[config.mk]
export PLATFORM = sky130hd
export DESIGN_NAME = v_hier_qvec_monitor
export DESIGN_NICKNAME = d
export VERILOG_FILES = /design/src/rtl/v_hier_qvec_monitor.sv
export SDC_FILE = /design/constraint.sdc
export NUM_CORES = 1
export LEC_CHECK = 0
export CORE_MARGIN = 10
export CORE_UTILIZATION = 35
export CTS_BUF_LIST = sky130_fd_sc_hd__clkbuf_16
export CTS_CLUSTER_SIZE = 25
export DETAILED_ROUTE_END_ITERATION = 8
export PLACE_DENSITY = 0.51
export SLEW_MARGIN = 10
export SYNTH_ARGS = -nofsm -noshare
export SYNTH_HDL_FRONTEND = slang
export SYNTH_SLANG_ARGS = --single-unit
[constraint.sdc]
create_clock -name clk -period 5.6 [get_ports clk]
set_clock_uncertainty 0.05 [all_clocks]
set_input_delay 0.56 -clock clk [delete_from_list [all_inputs] [get_ports clk]]
set_output_delay 0.56 -clock clk [all_outputs]
set_load 0.05 [all_outputs]
[src/rtl/v_hier_qvec_monitor.sv]
// v_hier_qvec_monitor: watches the qvec bus and logs per-bit changes.
// Change events go into a FWFT FIFO; per-bit toggle counts saturate.
module v_hier_qvec_monitor #(
    parameter int CNT_W = 8,
    parameter int DEPTH = 4
) (
    input  logic             clk,
    input  logic             reset,
    input  logic [3:0]       qvec,
    output logic             ev_valid,
    input  logic             ev_ready,
    output logic [7:0]       ev_data,
    output logic             overflow,
    input  logic             clr,
    input  logic [1:0]       cnt_sel,
    output logic [CNT_W-1:0] cnt_value
);
    localparam int AW = $clog2(DEPTH);

    logic [3:0]       q_d;
    logic             primed;
    logic [3:0]       chg;
    logic             ev;
    logic [7:0]       mem [DEPTH];
    logic [AW:0]      wptr;
    logic [AW:0]      rptr;
    logic [AW:0]      occ;
    logic             empty;
    logic             full;
    logic             pop;
    logic             push;
    logic [CNT_W-1:0] cnt [4];

    assign chg   = qvec ^ q_d;
    assign ev    = primed && (chg != 4'd0);
    assign occ   = wptr - rptr;
    assign empty = (occ == '0);
    assign full  = (occ == (AW+1)'(DEPTH));
    assign pop   = !empty && ev_ready;
    // a same-cycle pop frees the slot a full-FIFO push needs
    assign push  = ev && (!full || pop);

    assign ev_valid  = !empty;
    assign ev_data   = mem[rptr[AW-1:0]];
    assign cnt_value = cnt[cnt_sel];

    always_ff @(posedge clk) begin
        if (reset) begin
            q_d      <= 4'd0;
            primed   <= 1'b0;
            wptr     <= '0;
            rptr     <= '0;
            overflow <= 1'b0;
            for (int i = 0; i < DEPTH; i++) begin
                mem[i] <= 8'd0;
            end
            for (int i = 0; i < 4; i++) begin
                cnt[i] <= '0;
            end
        end else begin
            q_d    <= qvec;
            primed <= 1'b1;
            if (push) begin
                mem[wptr[AW-1:0]] <= {chg, qvec};
                wptr              <= wptr + (AW+1)'(1);
            end
            if (pop) begin
                rptr <= rptr + (AW+1)'(1);
            end
            if (clr) begin
                overflow <= 1'b0;
            end else if (ev && full && !pop) begin
                overflow <= 1'b1;
            end
            for (int i = 0; i < 4; i++) begin
                if (clr) begin
                    cnt[i] <= '0;
                end else if (primed && chg[i] && (cnt[i] != '1)) begin
                    cnt[i] <= cnt[i] + CNT_W'(1);
                end
            end
        end
    end
endmodule
; Word level (Yosys, flattened, before mapping)
; Memories as Yosys holds them, arrays and structs flattened. A register that Yosys moved wholly into a read port is not among the register bits.
; Index checks and enable logic that the tools add are counted.
[word_totals]
register_bits = 12
romBits = 0
memories = 2
ram_bits = 64
latchBits = 0
[memory_table]
columns = name, words, width, read_ports, rd_clocked_by_memory_dff, wr, line
row1 = cnt, 4, 8, 5, 0, 4, 32  ; logic [CNT_W-1:0] cnt [4];
row2 = mem, 4, 8, 1, 1, 4, 24  ; logic [7:0] mem [DEPTH];
[classes]
shift = 0
div = 0
multipliers = 0
magnitude_cmp = 0
reduce_logical = 21
eq_ne = 5
n_mux = 38
n_addsub = 7
n_bitwise = 9
[ops]
columns = op, n
row1 = two-way mux 8 bit, 9
row2 = "adder 8 x 1 -> 8 bit, second input constant", 4
row3 = "inequality test 8 bit, second input constant", 4
row4 = two-way mux 1 bit, 26
row5 = logical AND 1 bit, 13
row6 = OR 1 bit, 8
row7 = OR reduction 8 bit, 1
row8 = "adder 3 x 1 -> 3 bit, second input constant", 2
row9 = two-way mux 2 bit, 3
row10 = nonzero test 4 bit, 1
row11 = bitwise XOR 4 bit, 1
row12 = "== test 3 bit, second input constant", 1
row13 = logical NOT 1 bit, 3
row14 = logical NOT 3 bit, 1
row15 = subtractor 3 bit, 1
row16 = OR reduction 2 bit, 1
row17 = logical OR 1 bit, 1

; Depth between registers and ports, before layout
; Gate-level depths: netlist (run 1).
[logic_depth]
depth_word = 11
ltp_mapped = 7

; Worst setup path before layout (run 1)
; OpenSTA, ideal clock, no wires.
[synth_path]
kind = register to register
startpoint = register wptr[1]
endpoint = memory mem[2][0], enable pin
slack_ps = 2984
period_less_slack_ps = 2616
required_time_ps = 5166
arrival_ps = 2182
path_stages_with_launch = 7
path_cell_list = dfxtp_1 > ha_1 > nor2b_1 > or3_4 > a31oi_4 > nand2_1 > o21ai_0
[synth_lines]
columns = item, line
row1 = from (decl), 25  ; logic [AW:0] wptr;
row2 = from (signal assigned), 65  ; wptr <= wptr + (AW+1)'(1);
row3 = to (decl), 24

; Worst setup path in the final report (run 1)
[layout_path]
startpoint = input cnt_sel[1]
endpoint = output cnt_value[0]
[layout_via]
elab_chain_cells = 1
[layout_rtl]
columns = item, line
row1 = from (decl), 15  ; input logic [1:0] cnt_sel,
row2 = memory read (4 x 8 bit), --
row3 = to (decl), 16  ; output logic [CNT_W-1:0] cnt_value
; No other way between the ends.

==> load_flow_metrics.sql, run 1 <==
INSERT INTO impl_metrics (metric_group, metric, value, unit) VALUES
('cts', 'cts-resized-gates', '0', ''),
('final_layout', 'multi_input_area', '1539', 'sq um'),
('final_layout', 'area_growth_syn_to_layout', '19.53', '%'),
('cts', 'clockBufferDepth', '2', ''),
('placement', 'dpl_worst_slack', '2107', 'ps'),
('timing', 'final_hold_viol_count', '0', ''),
('detailed_routing', 'detail_route.wirelength', '7.796', 'mm'),
('synthesis', 'share_of_yosys_cell_area_claimed_by_the_top_area_cell_type', '50.51', '%'),
('die', 'chipHeight', '124.3', 'um'),
('worst_setup_path', 'sort_of_element_at_the_start_of_the_critical_path', 'input port', ''),
('cts', 'clock_tree.htree_level_count', '3', ''),
('synthesis', 'ys_seq_area_share', '57.88', '%'),
('synthesis', 'ys_dominant_reg_cell', 'sky130_fd_sc_hd__edfxtp_1', ''),
('final_layout', 'instances_no_fill', '482', ''),
('worst_setup_path', 'critical_path.slowest_cell', 'sky130_fd_sc_hd__clkdlybuf4s50_1', ''),
('timing', 'fin_setup_tns', '0', 'ps'),
('worst_setup_path', 'worst_path_fanout_max', '8', ''),
('final_layout', 'n_antenna_cell', '0', ''),
('detailed_routing', 'drt_pass1_iterations', '4', ''),
('synthesis', 'yosys_warning_total', '0', ''),
('synthesis', 'yosysUniqueCellTypes', '33', ''),
('worst_setup_path', 'capturing_element_type_of_the_critical_path', 'primary output', ''),
('global_routing', 'grtUsageMet1', '13.04', '%'),
('global_routing', 'first_global_vias', '2421', ''),
('cts', 'tritoncts.num_buffers', '9', ''),
('synthesis', 'synth_edf_count', '64', ''),
('worst_hold_path', 'worstHoldPathType', 'reg2reg', ''),
('power', 'vdd_drop_max', '168.8', 'uV'),
('placement', 'place.detailed.instances', '466', ''),
('global_routing', 'antenna_violations_before_repair', '0', ''),
('global_routing', 'gr-usage-all-layers', '10.35', '%'),
('global_routing', 'busiest_layer', 'met2', ''),
('final_layout', 'post_route_cells_drive_above_1_share', '12.57', '%'),
('synthesis', 'synth_top_area_cell', 'sky130_fd_sc_hd__edfxtp_1', ''),
('timing', 'final-setup-viol-count', '0', ''),
('detailed_routing', 'route.vias.total', '2333', ''),
('detailed_routing', 'route.detailed.wl_per_inst', '16.17', 'um'),
('synthesis', 'avgSynthCellArea', '12.56', 'sq um'),
('worst_setup_path', 'crit_top_cell', 'sky130_fd_sc_hd__clkdlybuf4s50_1', ''),
('power', 'power.density_cell_area', '384.5', 'nW/um^2'),
('worst_setup_path', 'critical_path_arrival', '2580', 'ps'),
('die', 'die_x', '124.3', 'um'),
('global_routing', 'globalRoute.totalOverflow', '0', ''),
('global_routing', 'first_pass_grt_wire_length', '12.99', 'mm'),
('timing', 'max-slew-margin-rel', '23.53', '%'),
('global_routing', 'met3_usage', '2.723', '%'),
('cts', 'cts_tree', 'done', ''),
('die', 'rows', '38', ''),
('timing', 'setup_repair_after_global_routing_missed_its_margin', 'false', ''),
('detailed_routing', 'post_drt_via_cell_ratio', '4.840', ''),
('cts', 'clk_latency', '330', 'ps'),
('timing', 'fmax', '313.4', 'MHz'),
('timing', 'finalCritPeriodShare', '56.98', '%'),
('timing', 'worst-slew-pin-transition', '1135', 'ps'),
('job', 'max_cap_violations', '0', ''),
('worst_setup_path', 'cp_top_family', 'buffers and inverters', ''),
('timing', 'period_needed', '3191', 'ps'),
('synthesis', 'ys_top_cells_by_area', 'sky130_fd_sc_hd__edfxtp_1, sky130_fd_sc_hd__mux4_2, sky130_fd_sc_hd__nor2_1', ''),
('final_layout', 'final_design_area_no_fill', '4548', 'sq um'),
('cts', 'cts_hold_buf', '0', ''),
('synthesis', 'ys_seq_elements', '78', ''),
('placement', 'gp_congestion', '0.7383', ''),
('synthesis', 'syn_inst', '303', ''),
('timing', 'timing.final.max_slew_violations', '0', ''),
('outcome', 'run_status', 'complete, no violations', ''),
('die', 'initial_core_util', '35.41', '%'),
('worst_setup_path', 'critical_path.n_buffers_inverters', '2', ''),
('global_routing', 'globalRouteMet2Util', '16.07', '%'),
('die', 'io_pins', '28', ''),
('synthesis', 'synth.net_count', '321', ''),
('final_layout', 'layout.filler_cells', '1024', '');
logic make-up (layout without fill, tap and decap cells):
kind of cell	count (synthesis)	in the layout	synth area share (%)
AO/OA/AOI/OAI	16	16	4.341
XOR/XNOR	37	37	8.517
adder cells (fa/ha/maj)	8	8	2.631
buffers and inverters	17	56	1.677
flip-flops	78	78	57.88
multiplexers	17	17	9.734
AND/OR/NAND/NOR	130	130	15.23
Yosys cell counts, drive strengths merged (2+ instances only):
cell     n
a21oi    2
a31o     4
and3     3
and4     3
clkbuf   4
dfxtp   14
edfxtp  64
ha       8
inv     12
mux4    16
nand2   19
nand3   18
nand4    3
nor2    75
nor2b    5
o21ai    4
xnor2   20
xor2    17
worst paths after layout:
kind,startpoint,end,slack (ps),cells after the start
worst max-delay path,cnt_sel[1],cnt_value[0],2410,3
worst min-delay path,overflow$_SDFFE_PP0P_,overflow$_SDFFE_PP0P_,460,1
worst max register to register,wptr[1]$_SDFFE_PP0P_,mem[2][0]$_SDFFCE_PN0P_,2580,6
worst min register to register,overflow$_SDFFE_PP0P_,overflow$_SDFFE_PP0P_,460,1
power breakdown:
group,internal (mW),switching [mW],total [mW]
clock,0.369,0.225,0.594
combinational,0.156,0.253,0.409
sequential,0.691,0.0543,0.745
total,1.22,0.533,1.75
routing by layer:
layer  vias up  wire length [um]
li1       1155                 -
met1      1140              3797
met2        26              3647
met3        12               196
met4         0               155
met5         -                 0
stage by stage:
stage               power [mW]  hold slack [ps]  utilization, %
floorplan                1.044            417.1               -
global placement         1.175            428.4           39.45
detailed placement       1.175            441.7           39.45
CTS                      1.771            466.5           42.33
global route             1.824            490.6           42.33
finish                   1.749            463.4           42.33
cell type report:
type / count / share of cell area (%)
flip-flops and latches: 78 / 48.42
well taps: 140 / 3.851
multi-input cells: 208 / 33.84
clock inverters: 6 / 1.293
inverters: 12 / 0.9904
clock buffers: 10 / 5.502
repair buffers: 28 / 6.107
sequential cells by signal, summed over array words and instances (netlist names), named ones only:
register	flops
rptr	3
cnt	32
overflow	1
primed	1
q_d	4
mem	32
wptr	3
Note: power is estimated with default switching activity, not from simulation.
==> run 2: changes to the inputs <==
PLACE_DENSITY = 0.53   (was 0.51)
clock period = 2.7 ns   (was 5.6 ns; I/O delays follow)
==> load_flow_metrics.sql, run 2 (same netlist as run 1, synthesis figures left out) <==
INSERT INTO impl_metrics (metric_group, metric, value, unit) VALUES
('final_layout', 'mostFrequentLayoutCell', 'sky130_fd_sc_hd__nor2_1', ''),
('timing', 'setup_repair_after_global_routing_missed_its_margin', 'false', ''),
('worst_setup_path', 'worst_path_fanout_max', '8', ''),
('detailed_routing', 'detail_route.wirelength', '7.989', 'mm'),
('worst_setup_path', 'sort_of_element_at_the_start_of_the_critical_path', 'register', ''),
('die', 'design.die.area', '15440', 'sq um'),
('final_layout', 'final_design_area_no_fill', '4591', 'sq um'),
('detailed_routing', 'route.vias.total', '2399', ''),
('worst_setup_path', 'critical_path_arrival', '2100', 'ps'),
('power', 'comb_power_share', '24.3', '%'),
('worst_setup_path', 'slowest_delay', '720', 'ps'),
('outcome', 'run_status', 'complete, no violations', ''),
('final_layout', 'net_total_in_the_final_layout', '363', ''),
('timing', 'timing.final.max_slew_violations', '0', ''),
('global_routing', 'grt_start_max_net_pins', '15', ''),
('global_routing', 'globalRoute.totalOverflow', '0', ''),
('global_routing', 'first_global_vias', '2383', ''),
('cts', 'cts_hold_buf', '0', ''),
('worst_hold_path', 'hold_path_depth', '1', ''),
('worst_setup_path', 'total_stage_count_of_the_critical_path', '3', ''),
('timing', 'final_hold_viol_count', '0', ''),
('cts', 'cts-resized-gates', '0', ''),
('die', 'rows', '38', ''),
('placement', 'post-dp-hpwl', '5.959', 'mm'),
('final_layout', 'area_growth_syn_to_layout', '20.65', '%'),
('timing', 'finalCritPeriodShare', '89.63', '%'),
('cts', 'tritoncts_num_sinks', '78', ''),
('timing', 'period_needed', '2420', 'ps'),
('detailed_routing', 'first_iter_violations', '136', ''),
('final_layout', 'mostFrequentLayoutCells', 'sky130_fd_sc_hd__nor2_1, sky130_fd_sc_hd__edfxtp_1, sky130_fd_sc_hd__xnor2_1', ''),
('cts', 'cts.root.buffer_cell', 'sky130_fd_sc_hd__clkbuf_16', ''),
('detailed_routing', 'detail-route-antenna-nets', '0', ''),
('cts', 'tritoncts.num_buffers', '9', ''),
('final_layout', 'layout.filler_cells', '1040', ''),
('timing', 'fmax', '413.2', 'MHz'),
('power', 'static-leakage-power', '1.698', 'nW'),
('cts', 'worst_setup_hold_path_clk_slew', '60', 'ps'),
('placement', 'placement.io_buffers', '27', ''),
('worst_setup_path', 'required', '2380', 'ps'),
('power', 'power.density_cell_area', '801.7', 'nW/um^2'),
('cts', 'cts_post_setup_buffers_inserted', '0', ''),
('timing', 'max-slew-margin-rel', '65.55', '%'),
('power', 'sw_frac_of_total', '30.14', '%'),
('detailed_routing', 'drt_drc_violations_left', '0', ''),
('die', 'chipHeight', '124.3', 'um'),
('worst_setup_path', 'rr_worst_depth', '7', ''),
('power', 'power.sequential.fraction', '41.4', '%'),
('placement', 'gp_congestion', '0.7571', ''),
('job', 'max_cap_violations', '0', ''),
('worst_setup_path', 'critical_path.cell_chain', 'buf_4, mux4_2, clkdlybuf4s50_1', ''),
('timing', 'worst-slew-pin-transition', '515.2', 'ps'),
('final_layout', 'n_antenna_cell', '0', ''),
('detailed_routing', 'drt_pass1_iterations', '4', ''),
('timing', 'final-setup-viol-count', '0', ''),
('die', 'io_pins', '28', ''),
('power', 'power.internal', '2.571', 'mW'),
('die', 'die_x', '124.3', 'um'),
('worst_setup_path', 'setup.worst_path.class', 'reg2out', ''),
('cts', 'clock_tree.htree_level_count', '3', ''),
('global_routing', 'first_pass_grt_wire_length', '12.97', 'mm'),
('final_layout', 'top_regs', 'cnt x32, mem x32, q_d x4', ''),
('cts', 'clockBufferDepth', '2', ''),
('power', 'power.clock.fraction', '34.3', '%'),
('power', 'vdd_drop_max', '297.9', 'uV'),
('detailed_routing', 'route.detailed.wl_per_inst', '16.30', 'um'),
('detailed_routing', 'post_drt_via_cell_ratio', '4.896', ''),
('global_routing', 'gr-usage-all-layers', '10.37', '%'),
('timing', 'fin_setup_tns', '0', 'ps'),
('global_routing', 'antenna_violations_before_repair', '0', ''),
('final_layout', 'final_util', '42.72', '%'),
('worst_setup_path', 'critical_path.n_buffers_inverters', '2', ''),
('power', 'total_switching_power', '1.109', 'mW'),
('die', 'initial_core_util', '35.41', '%'),
('worst_hold_path', 'worstHoldPathType', 'reg2reg', ''),
('cts', 'cts_tree', 'done', ''),
('worst_setup_path', 'capturing_element_type_of_the_critical_path', 'primary output', ''),
('final_layout', 'post_route_cells_drive_above_1_share', '17.43', '%'),
('cts', 'clk_latency', '330', 'ps'),
('worst_setup_path', 'critical_path.slowest_cell', 'sky130_fd_sc_hd__clkdlybuf4s50_1', ''),
('die', 'core_area', '10750', 'sq um'),
('placement', 'placedInstanceArea', '4277', 'sq um'),
('worst_setup_path', 'cp_top_family', 'buffers and inverters', '');
-- run 2: worst register-to-register path: stages (launching register included) --
cell                       delay (ps)
sky130_fd_sc_hd__dfxtp_1          470
sky130_fd_sc_hd__inv_1            140
sky130_fd_sc_hd__ha_1             220
sky130_fd_sc_hd__nor2b_1          150
sky130_fd_sc_hd__o21ai_1          190
sky130_fd_sc_hd__a311oi_4         400
sky130_fd_sc_hd__nand2_1          120
sky130_fd_sc_hd__nand2_1          300
-- run 2: layout make-up --
class	count	area (sq um)	share of cell area [%]
Clock inverter	7	88.84	1.935
Tap cell	140	175.2	3.816
Clock buffer	9	225.2	4.906
Sequential cell	78	2202	47.97
Multi-Input combinational cell	208	1539	33.52
Inverter	12	45.04	0.9812
Timing Repair Buffer	36	315.3	6.868
-- run 2: path summary, 6_finish.rpt --
path	slack [ps]	from	end
worst max register to register	330	wptr[0]$_SDFFE_PP0P_	mem[1][6]$_SDFFCE_PN0P_
worst min-delay path	440	overflow$_SDFFE_PP0P_	overflow$_SDFFE_PP0P_
worst max-delay path	280	register	ev_data[1]
worst min register to register	440	overflow$_SDFFE_PP0P_	overflow$_SDFFE_PP0P_
-- run 2: power by group through the flow --
stage               clock, mW  combinational [mW]  sequential, mW
finish                   1.26               0.895            1.52
global placement            0               0.899            1.55
global route             1.34               0.961            1.54
floorplan                   0               0.653            1.51
CTS                      1.30               0.910            1.53
detailed placement          0               0.906            1.55
-- run 2: stage by stage --
step	hold slack [ps]	total power, mW	worst slack (ps)	std cells
after global placement	406.1	2.447	254.7	474
after CTS	450.2	3.732	244.3	490
after floorplan	294.0	2.166	83.85	303
final	435.7	3.680	279.9	490
after global routing	460.7	3.842	155.1	490
after detailed placement	424.8	2.457	200.3	474
-- run 2: layer usage --
layer	wire [um]	part of all wire [%]	track usage (%)	vias to the layer above
met1	3786	47	13.43	1187
li1	-	-	-	1171
met4	76	0.95	4.524	0
met2	3812	48	16.25	37
met5	0	0	0	-
met3	313	3.9	2.255	4
==> run 3: changes to the inputs <==
REMOVE_ABC_BUFFERS = 1   (was not set)
==> load_flow_metrics.sql, run 3 (same netlist as run 1, synthesis figures left out) <==
INSERT INTO impl_metrics (metric_group, metric, value, unit) VALUES
('worst_setup_path', 'worst_path_fanout_max', '8', ''),
('placement', 'place.detailed.instances', '469', ''),
('final_layout', 'final_design_area_no_fill', '4576', 'sq um'),
('cts', 'cts_hold_buf', '0', ''),
('cts', 'cts-resized-gates', '0', ''),
('timing', 'max-slew-margin-rel', '65.84', '%'),
('cts', 'worst_setup_hold_path_clk_slew', '60', 'ps'),
('cts', 'tritoncts.num_buffers', '9', ''),
('worst_setup_path', 'critical_path.slowest_cell', 'sky130_fd_sc_hd__dfxtp_1', ''),
('worst_setup_path', 'critical_path_arrival', '2420', 'ps'),
('cts', 'cts_tree', 'done', ''),
('detailed_routing', 'drt_drc_violations_left', '0', ''),
('placement', 'gp_congestion', '0.7503', ''),
('cts', 'cts.root.buffer_cell', 'sky130_fd_sc_hd__clkbuf_16', ''),
('detailed_routing', 'first_iter_violations', '161', ''),
('die', 'rows', '38', ''),
('final_layout', 'instances_no_fill', '485', ''),
('worst_setup_path', 'setup.worst_path.class', 'reg2reg', ''),
('detailed_routing', 'route.detailed.wl_per_inst', '15.96', 'um'),
('die', 'chipHeight', '124.3', 'um'),
('global_routing', 'grt_start_max_net_pins', '15', ''),
('detailed_routing', 'route.vias.total', '2323', ''),
('worst_hold_path', 'worstHoldPathType', 'reg2reg', ''),
('worst_setup_path', 'critical_path.cell_chain', 'ha_1, nor2b_1, or3_4, a31oi_4, nand2_1, o21ai_0, buf_4', ''),
('timing', 'final_hold_viol_count', '0', ''),
('power', 'vdd_drop_max', '408.8', 'uV'),
('die', 'core_area', '10750', 'sq um'),
('timing', 'finalCritPeriodShare', '90.36', '%'),
('global_routing', 'first_pass_grt_wire_length', '12.61', 'mm'),
('placement', 'post-dp-hpwl', '5.912', 'mm'),
('global_routing', 'antenna_violations_before_repair', '0', ''),
('timing', 'setup_repair_after_global_routing_missed_its_margin', 'false', ''),
('worst_setup_path', 'required', '2690', 'ps'),
('final_layout', 'area_growth_syn_to_layout', '20.26', '%'),
('cts', 'cts_post_setup_buffers_inserted', '0', ''),
('worst_setup_path', 'slowest_delay', '510', 'ps'),
('die', 'design.die.area', '15440', 'sq um'),
('cts', 'clockBufferDepth', '2', ''),
('job', 'max_cap_violations', '0', ''),
('timing', 'worst-slew-pin-transition', '510.7', 'ps'),
('die', 'die_x', '124.3', 'um'),
('global_routing', 'gr-usage-all-layers', '10.13', '%'),
('placement', 'placedInstanceArea', '4239', 'sq um'),
('die', 'io_pins', '28', ''),
('final_layout', 'mostFrequentLayoutCells', 'sky130_fd_sc_hd__nor2_1, sky130_fd_sc_hd__edfxtp_1, sky130_fd_sc_hd__xnor2_1', ''),
('final_layout', 'net_total_in_the_final_layout', '358', ''),
('final_layout', 'n_antenna_cell', '0', ''),
('detailed_routing', 'drt_pass1_iterations', '6', ''),
('timing', 'period_needed', '2440', 'ps'),
('power', 'static-leakage-power', '1.690', 'nW'),
('worst_setup_path', 'sort_of_element_at_the_start_of_the_critical_path', 'register', ''),
('global_routing', 'globalRoute.totalOverflow', '0', ''),
('cts', 'clock_tree.htree_level_count', '3', ''),
('final_layout', 'post_route_cells_drive_above_1_share', '16.52', '%'),
('placement', 'placement.io_buffers', '27', ''),
('detailed_routing', 'detail-route-antenna-nets', '0', ''),
('timing', 'fmax', '409.9', 'MHz'),
('timing', 'fin_setup_tns', '0', 'ps'),
('die', 'initial_core_util', '35.41', '%'),
('cts', 'clk_latency', '330', 'ps'),
('detailed_routing', 'detail_route.wirelength', '7.741', 'mm'),
('detailed_routing', 'post_drt_via_cell_ratio', '4.790', ''),
('outcome', 'run_status', 'complete, no violations', ''),
('final_layout', 'mostFrequentLayoutCell', 'sky130_fd_sc_hd__nor2_1', ''),
('worst_setup_path', 'capturing_element_type_of_the_critical_path', 'register', ''),
('timing', 'final-setup-viol-count', '0', ''),
('cts', 'tritoncts_num_sinks', '78', ''),
('global_routing', 'first_global_vias', '2321', ''),
('final_layout', 'top_regs', 'cnt x32, mem x32, q_d x4', ''),
('power', 'power.density_cell_area', '811.8', 'nW/um^2'),
('timing', 'timing.final.max_slew_violations', '0', '');
[run 3: cell types whose count changed in the layout (fill, tap and decap cells not counted), sizes merged]
cell      delta
inv          +1
buf          -5
clkinvlp     -1
clkinv       -1
clkbuf       +1
[run 3: where the power goes]
part	total (mW)	internal [mW]	switching [mW]	leakage, nW
clock network	1.33	0.862	0.468	0.165
registers	1.55	1.43	0.111	0.808
logic	0.840	0.318	0.521	0.716
total	3.71	2.61	1.10	1.69
[run 3: through the flow]
stage / total power [mW] / setup slack (ps) / utilization [%] / hold WS, ps
2_1_floorplan: 2.156 / 83.85 / - / 289.1
3_3_place_gp: 2.416 / 181.6 / 39.45 / 430.3
3_5_place_dp: 2.422 / 169.8 / 39.45 / 436.7
4_1_cts: 3.757 / 68.28 / 42.57 / 450.2
5_1_grt: 3.882 / 127.1 / 42.58 / 464.1
6_report: 3.715 / 260.2 / 42.58 / 435.7
[run 3: critical path: cells and delay by family (launching register included)]
| family | cells | cell delay, ps |
|---|---|---|
| buffers and inverters | 1 | 200 |
| flip-flops | 1 | 510 |
| AO/OA/AOI/OAI | 2 | 460 |
| AND/OR/NAND/NOR | 3 | 630 |
| adder cells (fa/ha/maj) | 1 | 300 |
[run 3: final timing paths]
path	from	to	slack [ps]	cells after the start
hold reg to reg	overflow$_SDFFE_PP0P_	overflow$_SDFFE_PP0P_	440	1
setup / recovery	wptr[1]$_SDFFE_PP0P_	mem[2][5]$_SDFFCE_PN0P_	260	7
setup reg to reg	wptr[1]$_SDFFE_PP0P_	mem[2][5]$_SDFFCE_PN0P_	260	7
hold / removal	overflow$_SDFFE_PP0P_	overflow$_SDFFE_PP0P_	440	1
[run 3: final cells by class]
class,count,area (sq um)
sequential,78,2203
clock buffer,10,250.2
clock inverter,6,85.08
timing repair buffer,31,277.8
tap,140,175.2
multi-input combinational,208,1539
inverter,12,45.04
fill,1018,6170
[run 3: routing by layer]
metal	vias up	routed length (um)	track usage (%)
met3	9	281	2.851
met5	-	0	0
li1	1162	-	-
met4	0	119	4.387
met2	31	3743	16.28
met1	1121	3596	12.40
